## config.mk

```make
export PLATFORM = sky130hd
export DESIGN_NAME = gcd_engine
export DESIGN_NICKNAME = d
export VERILOG_FILES = /design/src/rtl/gcd_engine.sv
export SDC_FILE = /design/constraint.sdc
export NUM_CORES = 1
export LEC_CHECK = 0
export CAP_MARGIN = 20
export CORE_AREA = 10 10 77 79
export CTS_CLUSTER_DIAMETER = 150
export DETAILED_ROUTE_END_ITERATION = 10
export DIE_AREA = 0 0 87 89
export PLACE_DENSITY = 0.75
export SLEW_MARGIN = 10
export SYNTH_ARGS = -nofsm -noshare
export SYNTH_HDL_FRONTEND = slang
export SYNTH_SLANG_ARGS = --single-unit
```

## constraint.sdc

```tcl
create_clock -name clk -period 3.2 [get_ports clk]
set_clock_uncertainty 0.1 [all_clocks]
set_input_delay 0.32 -clock clk [delete_from_list [all_inputs] [get_ports clk]]
set_output_delay 0.32 -clock clk [all_outputs]
set_load 0.05 [all_outputs]
```

## src/rtl/gcd_engine.sv

```systemverilog
// gcd_engine: subtractive GCD unit with an integrated controller.
//
// Operands are taken on a valid/ready input channel. The result is returned on a
// valid/ready output channel. Only one operation is in flight at a time.
// A zero operand skips the subtraction loop: the result is a_in | b_in.
//
// Parameters:
//   WIDTH      operand/result width in bits (>= 2)
// Ports:
//   clk        clock, rising edge
//   rst_n      asynchronous active-low reset
//   in_valid   operand pair valid
//   in_ready   engine accepts operands (idle only)
//   a_in/b_in  unsigned operands
//   out_valid  result valid (done only)
//   out_ready  consumer accepts result
//   gcd_out    GCD result, held while out_valid is high
//   zero_op    at least one captured operand was zero
//   iter_cnt   saturating subtraction count (present only with GCD_ITER_CNT_EN)
//
// Build option: define GCD_ITER_CNT_EN to add the iter_cnt port and its counter.

module gcd_engine #(
    parameter int unsigned WIDTH = 8
) (
    input  logic             clk,
    input  logic             rst_n,
    input  logic             in_valid,
    output logic             in_ready,
    input  logic [WIDTH-1:0] a_in,
    input  logic [WIDTH-1:0] b_in,
    output logic             out_valid,
    input  logic             out_ready,
    output logic [WIDTH-1:0] gcd_out,
    output logic             zero_op
`ifdef GCD_ITER_CNT_EN
    ,
    output logic [WIDTH-1:0] iter_cnt
`endif
);

    typedef enum logic [1:0] {
        StIdle,
        StCalc,
        StDone
    } state_e;

    state_e           state_q;
    logic [WIDTH-1:0] a_q;
    logic [WIDTH-1:0] b_q;
    logic [WIDTH-1:0] gcd_q;
    logic             zero_op_q;
    logic             in_ready_q;
    logic             out_valid_q;
`ifdef GCD_ITER_CNT_EN
    logic [WIDTH-1:0] iter_q;
`endif

    always_ff @(posedge clk or negedge rst_n) begin
        if (!rst_n) begin
            state_q     <= StIdle;
            a_q         <= '0;
            b_q         <= '0;
            gcd_q       <= '0;
            zero_op_q   <= 1'b0;
            in_ready_q  <= 1'b1;
            out_valid_q <= 1'b0;
`ifdef GCD_ITER_CNT_EN
            iter_q      <= '0;
`endif
        end else begin
            unique case (state_q)
                StIdle: begin
                    if (in_valid) begin
                        a_q        <= a_in;
                        b_q        <= b_in;
                        zero_op_q  <= (a_in == '0) || (b_in == '0);
                        in_ready_q <= 1'b0;
`ifdef GCD_ITER_CNT_EN
                        iter_q     <= '0;
`endif
                        if ((a_in == '0) || (b_in == '0)) begin
                            // gcd(x,0) = x, and gcd(0,0) = 0
                            gcd_q       <= a_in | b_in;
                            out_valid_q <= 1'b1;
                            state_q     <= StDone;
                        end else begin
                            state_q <= StCalc;
                        end
                    end
                end
                StCalc: begin
                    if (a_q == b_q) begin
                        gcd_q       <= a_q;
                        out_valid_q <= 1'b1;
                        state_q     <= StDone;
                    end else begin
                        // Smaller is always subtracted from larger, so no wrap.
                        if (a_q > b_q) begin
                            a_q <= a_q - b_q;
                        end else begin
                            b_q <= b_q - a_q;
                        end
`ifdef GCD_ITER_CNT_EN
                        if (iter_q != {WIDTH{1'b1}}) begin
                            iter_q <= iter_q + WIDTH'(1);
                        end
`endif
                    end
                end
                StDone: begin
                    if (out_ready) begin
                        out_valid_q <= 1'b0;
                        in_ready_q  <= 1'b1;
                        state_q     <= StIdle;
                    end
                end
                default: begin
                    out_valid_q <= 1'b0;
                    in_ready_q  <= 1'b1;
                    state_q     <= StIdle;
                end
            endcase
        end
    end

    assign in_ready  = in_ready_q;
    assign out_valid = out_valid_q;
    assign gcd_out   = gcd_q;
    assign zero_op   = zero_op_q;
`ifdef GCD_ITER_CNT_EN
    assign iter_cnt  = iter_q;
`endif

endmodule

```

==> impl_metrics.py, run 1 <==
metrics = {
    "status": {
        "status": "complete, no violations",
    },
    "timing": {
        "finalSetupTns_ns": 0,
        "period_needed_ns": 2.65,
        "post-route-period-util_pct": 82.8,
        "setup_violations": 0,
        "fmax_mhz": 377,
        "worstMarginPinSlew_ns": 0.620,
        "finalHoldViolCount": 0,
        "rsz0062_at_grt": "no",
        "fin_ws_ns": 0.549,
        "relSlewSlack_pct": 58.7,
        "holdWs_ns": 0.309,
        "drv_slew": 0,
    },
    "floorplanning": {
        "core_area_sq_um": 4540,
        "start_util_pct": 49.4,
        "die_y_microns": 89,
        "placementRows": 25,
        "dieArea_sq_um": 7740,
        "io_pins": 31,
        "die_w_microns": 87,
    },
    "cells_and_area": {
        "layout-drive-gt1-share_pct": 14.7,
        "n_fill_cell": 418,
        "area_growth_pct": 20.7,
        "diodes": 0,
        "finalNetCount": 315,
    },
    "route": {
        "drtPass1Iterations": 4,
        "route.met2.wl_microns": 2900,
        "wl_per_cell_microns": 17.5,
        "m1WireLength_microns": 2390,
        "drt_iter0_markers": 167,
        "vias": 1965,
        "detail-route-antenna-nets": 0,
        "dr_wl_met3_microns": 435,
        "top_layer": "met4",
        "post-route-drc-count": 0,
        "routed_wl_microns": 5830,
        "avgViaCountPerCell": 5.90,
    },
    "logic_synthesis": {
        "ys_seq_area_share_pct": 32.4,
        "syn_inst": 247,
        "async_flop_share_pct": 100,
        "syn-mean-instance-area_sq_um": 9.07,
        "yosys_register_bits": 29,
        "synth-edff-count": 0,
        "synth_nets": 284,
        "syn-cell-area_sq_um": 2240,
        "yosysWarningCount": 0,
        "synth.distinct_cells": 51,
        "yosys_most_used_dff": "dfrtp_1",
    },
    "critical_path": {
        "max_stage_delay_ns": 0.55,
        "path_max_fanout": 8,
        "endpoint_kind": "flop",
        "worstPathCellList": "inv_1 > ha_1 > and4_1 > nand3_1 > a21oi_1 > o31a_1 > mux2_4",
        "crit_arrival_ns": 2.72,
        "path_class": "reg -> reg",
        "cp-start-kind": "flop",
        "cp_slowest_cell": "o31a_1",
        "required_ns": 3.27,
    },
    "clocking": {
        "postCtsSetupBuffers": 0,
        "htree_levels": 2,
        "clkSinkCount": 29,
        "clk_latency_ns": 0.29,
        "clk_path_buf_depth": 2,
        "clockRootBuffer": "clkbuf_8",
        "clk_pin_slew_worst_paths_ns": 0.07,
        "cts_buffers": 5,
        "cts_resized": 0,
        "cts-hold-fix-buffers": 0,
        "cts_tree": "yes",
    },
    "global_route": {
        "grtUsageTotal_pct": 15.9,
        "antenna_found_initial": 0,
        "grt_overflow_total": 0,
        "grt_pass1_wl_microns": 9670,
        "grt_max_degree": 44,
        "grt_pass1_vias": 1970,
    },
    "placed_design": {
        "dp_hpwl_microns": 4490,
        "portBuffers": 30,
        "pre_cts_ws_ns": 0.607,
        "routabilityCongestion": 0.866,
    },
    "run": {
        "maxCapViolCount": 0,
    },
    "min_path": {
        "worstHoldPathType": "in -> async",
    },
}
[registers in the layout, indices dropped and copies added, names as in the netlist]
| signal | cells |
|---|---|
| zero_op | 1 |
| b_q | 8 |
| in_ready | 1 |
| state_q | 2 |
| a_q | 8 |
| gcd_out | 8 |
| out_valid | 1 |
[path summary, 6_finish.rpt]
path | from | endpoint | slack, ns | depth (start not counted)
worst min register to register | gcd_out[0] | gcd_out[0] | 0.40 | 1
worst max-delay path | a_q[6] | a_q[3] | 0.55 | 7
min in group clk | gcd_out[0] | gcd_out[0] | 0.40 | 1
max in group asynchronous | rst_n | in_ready | 2.38 | 2
worst max register to register | a_q[6] | a_q[3] | 0.55 | 7
worst min-delay path | rst_n | b_q[7] | 0.31 | 2
[worst max-delay path: cells and delay by family, from the launching register on]
family	cells	cell delay (ns)
AOI/OAI and AO/OA	2	0.73
adders and majority gates	1	0.45
buffers and inverters	1	0.08
DFF	1	0.38
muxes	1	0.35
and+or+nand+nor	2	0.43
[final cells by class]
cell class,count,area [sq um],share of cell area (%)
Clock buffer,6,82.6,3.05
Clock inverter,2,37.5,1.39
Inverter,18,67.6,2.50
Multi-Input combinational cell,191,1400,51.7
Sequential cell,29,727,26.9
Tap cell,54,67.6,2.50
Timing Repair Buffer,33,323,11.9
[synthesized netlist by cell type, drive strengths merged (2+ instances only)]
library cell | n | area (sq um)
and2 | 4 | 27.5
nor4 | 4 | 25.0
clkbuf | 2 | 7.51
mux2 | 22 | 270
a221oi | 2 | 23.8
nand2 | 23 | 86.3
ha | 15 | 188
nor2 | 20 | 75.1
mux2i | 6 | 60.1
a211o | 2 | 17.5
o211a | 2 | 20.0
nor4b | 2 | 17.5
nor3 | 2 | 10.0
o21ai | 28 | 155
o31ai | 3 | 22.5
dfrtp | 28 | 701
a21oi | 19 | 98.9
nand2b | 3 | 18.8
nor2b | 6 | 37.5
nand3 | 3 | 15.0
xor2 | 4 | 35.0
buf | 7 | 40.0
fa | 2 | 40.0
inv | 18 | 67.6
xnor2 | 2 | 17.5
a21boi | 2 | 15.0
[placed cells by master (no fill, tap or decap), types with 2 or more instances in the layout]
cell	instances
a21boi_0	2
nor4_1	4
nor2_1	20
nor3_1	2
mux2_4	6
a211o_1	2
nand2_1	23
and2_1	2
xor2_1	4
mux2i_1	6
clkdlybuf4s50_1	30
nor2b_1	6
xnor2_1	2
buf_4	3
clkbuf_8	6
o211a_1	2
nor4b_1	2
a21oi_1	18
mux2_2	16
o31ai_1	3
nand3_1	3
inv_1	18
dfrtp_1	28
o21ai_0	26
nand2b_1	3
fa_1	2
ha_1	15
[cells by family after synthesis]
| kind of cell | synth area share (%) |
|---|---|
| AND/OR/NAND/NOR | 16.2 |
| flip-flops | 32.4 |
| multiplexers | 14.7 |
| AO/OA/AOI/OAI | 19.0 |
| adder cells (fa/ha/maj) | 10.2 |
| XOR/XNOR | 2.35 |
| buffers and inverters | 5.14 |
[per-stage QoR]
stage,instance area [sq um],util (%),cells
final,2700,59.6,333
after global routing,2700,59.6,333
after CTS,2700,59.6,333
after detailed placement,2580,57.0,325
after global placement,2580,57.0,325
after floorplan,2240,-,247
[layer usage]
metal	vias up	global-route usage, %
met2	75	27.4
met3	11	4.01
met5	-	0
met1	941	18.8
met4	0	5.30
li1	938	-
Power of run 1 is not shown: default switching activity piles up to over one toggle a cycle in this logic, so the estimate is an artifact.
==> run 2, diff against run 1 <==
- CORE_AREA: 10 10 77 79 -> 10 10 78 80
- DIE_AREA: 0 0 87 89 -> 0 0 88 90
- PLACE_DENSITY: 0.75 -> 0.76
- clock period: 3.2 -> 2.17 ns (I/O delays scaled with it)
==> run 2 against run 1 <==
Net effect: the run now ends with negative setup slack left; flip-flop and latch count unchanged; worst setup slack worse by 0.59 ns; fmax rose by 20%; wire length grew 12%; first-iteration DRC count shrank 18%; sequential share of layout area fell by 4.5 points; cell area is 20% higher; critical path depth unchanged; count of clock-buffer cells in the layout up 1; register-to-register slack got worse by 0.59 ns; non-clock buffer count up 55.
==> impl_metrics.py, run 2 (synthesized netlist as in run 1, its figures left out) <==
metrics = {
    "status": {
        "status": "finished with violations",
        "violations": "negative setup slack",
    },
    "route": {
        "wl_per_cell_microns": 16.9,
        "drtPass1Iterations": 4,
        "vias": 2174,
        "routed_wl_microns": 6560,
        "drt_iter0_markers": 137,
        "post-route-drc-count": 0,
        "avgViaCountPerCell": 5.62,
        "detail-route-antenna-nets": 0,
    },
    "cells_and_area": {
        "diodes": 0,
        "layout-drive-gt1-share_pct": 33.0,
        "fin_area_sq_um": 3250,
        "area_growth_pct": 44.9,
        "finalNetCount": 370,
        "layout.cells.most_common_list": "51 x buf_4, 30 x clkdlybuf4s50_1, 28 x dfrtp_1, 26 x o21ai_0, 23 x nand2_1",
        "final_common_cell": "buf_4",
    },
    "placed_design": {
        "portBuffers": 30,
        "dp_hpwl_microns": 4740,
        "routabilityCongestion": 0.901,
        "place_area_sq_um": 3030,
        "pre_cts_ws_ns": -0.211,
    },
    "floorplanning": {
        "die_w_microns": 88,
        "placementRows": 25,
        "die_y_microns": 90,
        "start_util_pct": 48.7,
        "dieArea_sq_um": 7920,
        "io_pins": 31,
        "core_area_sq_um": 4600,
    },
    "global_route": {
        "grt_overflow_total": 0,
        "top_usage_layer": "met2",
        "use_met1_pct": 19.8,
        "met3_usage_pct": 4.51,
        "grt_pass1_vias": 2330,
        "grtUsageTotal_pct": 16.9,
        "grt_max_degree": 42,
        "antenna_found_initial": 0,
        "grtUsageMet2_pct": 27.7,
        "grt_pass1_wl_microns": 10900,
    },
    "clocking": {
        "cts_buffers": 5,
        "cts-hold-fix-buffers": 0,
        "cts_tree": "yes",
        "clkSinkCount": 29,
        "clockRootBuffer": "clkbuf_8",
        "clk_path_buf_depth": 2,
        "htree_levels": 2,
        "clk_latency_ns": 0.29,
        "clk_pin_slew_worst_paths_ns": 0.06,
    },
    "critical_path": {
        "cp-start-kind": "flop",
        "required_ns": 2.25,
        "path_max_fanout": 7,
        "path_class": "reg -> reg",
        "crit_arrival_ns": 2.29,
        "endpoint_kind": "flop",
    },
    "timing": {
        "setup_violations": 11,
        "fmax_mhz": 452,
        "post-route-period-util_pct": 102,
        "relSlewSlack_pct": 65.5,
        "worstMarginPinSlew_ns": 0.516,
        "finalHoldViolCount": 0,
        "period_needed_ns": 2.21,
        "fin_ws_ns": -0.0426,
        "rsz0062_at_grt": "yes",
        "drv_slew": 0,
        "finalSetupTns_ns": -0.326,
    },
    "run": {
        "maxCapViolCount": 0,
    },
    "min_path": {
        "worstHoldPathType": "in -> async",
    },
}
## run 2: cell count changes in the layout (fill, tap and decap cells not counted), moves of 5 or more
cell / previous run / this run
mux2_2: 16 / 11
mux2_4: 6 / 11
buf_4: 3 / 51
buf_6: 0 / 6
## run 2: timing repair
action / in CTS / in global routing
setup endpoints to repair: 24 / 24
buffers inserted: 2 / 2
gates resized for setup: 17 / 5
pin swaps: 5 / 5
## run 2: worst paths after layout
kind | from | endpoint | slack, ns | cells after the start
max | b_q[0] | a_q[7] | -0.04 | 7
min | rst_n | zero_op | 0.22 | 2
max reg2reg | b_q[0] | a_q[7] | -0.04 | 7
min reg2reg | gcd_out[1] | gcd_out[1] | 0.41 | 1
max in group asynchronous | rst_n | in_ready | 1.43 | 2
min in group clk | gcd_out[1] | gcd_out[1] | 0.41 | 1
## run 2: worst max-delay path: stages, from the launching register on
cell and delay [ns]:
dfrtp_1 0.40, ha_4 0.18, fa_2 0.36, nor2b_4 0.14
o21ai_2 0.07, and2_4 0.17, o31a_4 0.36, mux2_4 0.32
## run 2: layout make-up
cell class,count,area [sq um]
fill,359,1350
sequential,29,727
clock buffer,7,86.3
inverter,18,67.6
multi-input combinational,191,1530
tap,54,67.6
timing repair buffer,88,771
## run 2: per-stage QoR
step                instances  util [%]  hold WS [ns]
floorplan                 247         -        -0.179
global placement          376      65.9         0.388
detailed placement        376      65.9         0.396
CTS                       385      69.7         0.236
global route              387      70.6         0.264
finish                    387      70.6         0.219
## run 2: metal layers
| layer | vias to the layer above | share of wire [%] |
|---|---|---|
| met4 | 0 | 1.8 |
| met5 | - | 0 |
| li1 | 1047 | - |
| met1 | 1052 | 41 |
| met2 | 63 | 49 |
| met3 | 12 | 8.0 |
Power of run 2 is left out for the same reason.
==> run 3, diff against run 2 <==
- CTS_CLUSTER_SIZE: unset -> 24
- SLEW_MARGIN: 10 -> unset
==> results of run 3 <==
Final layout, timing and power as in run 2 (identical DEF).
Power of run 3 is left out for the same reason.
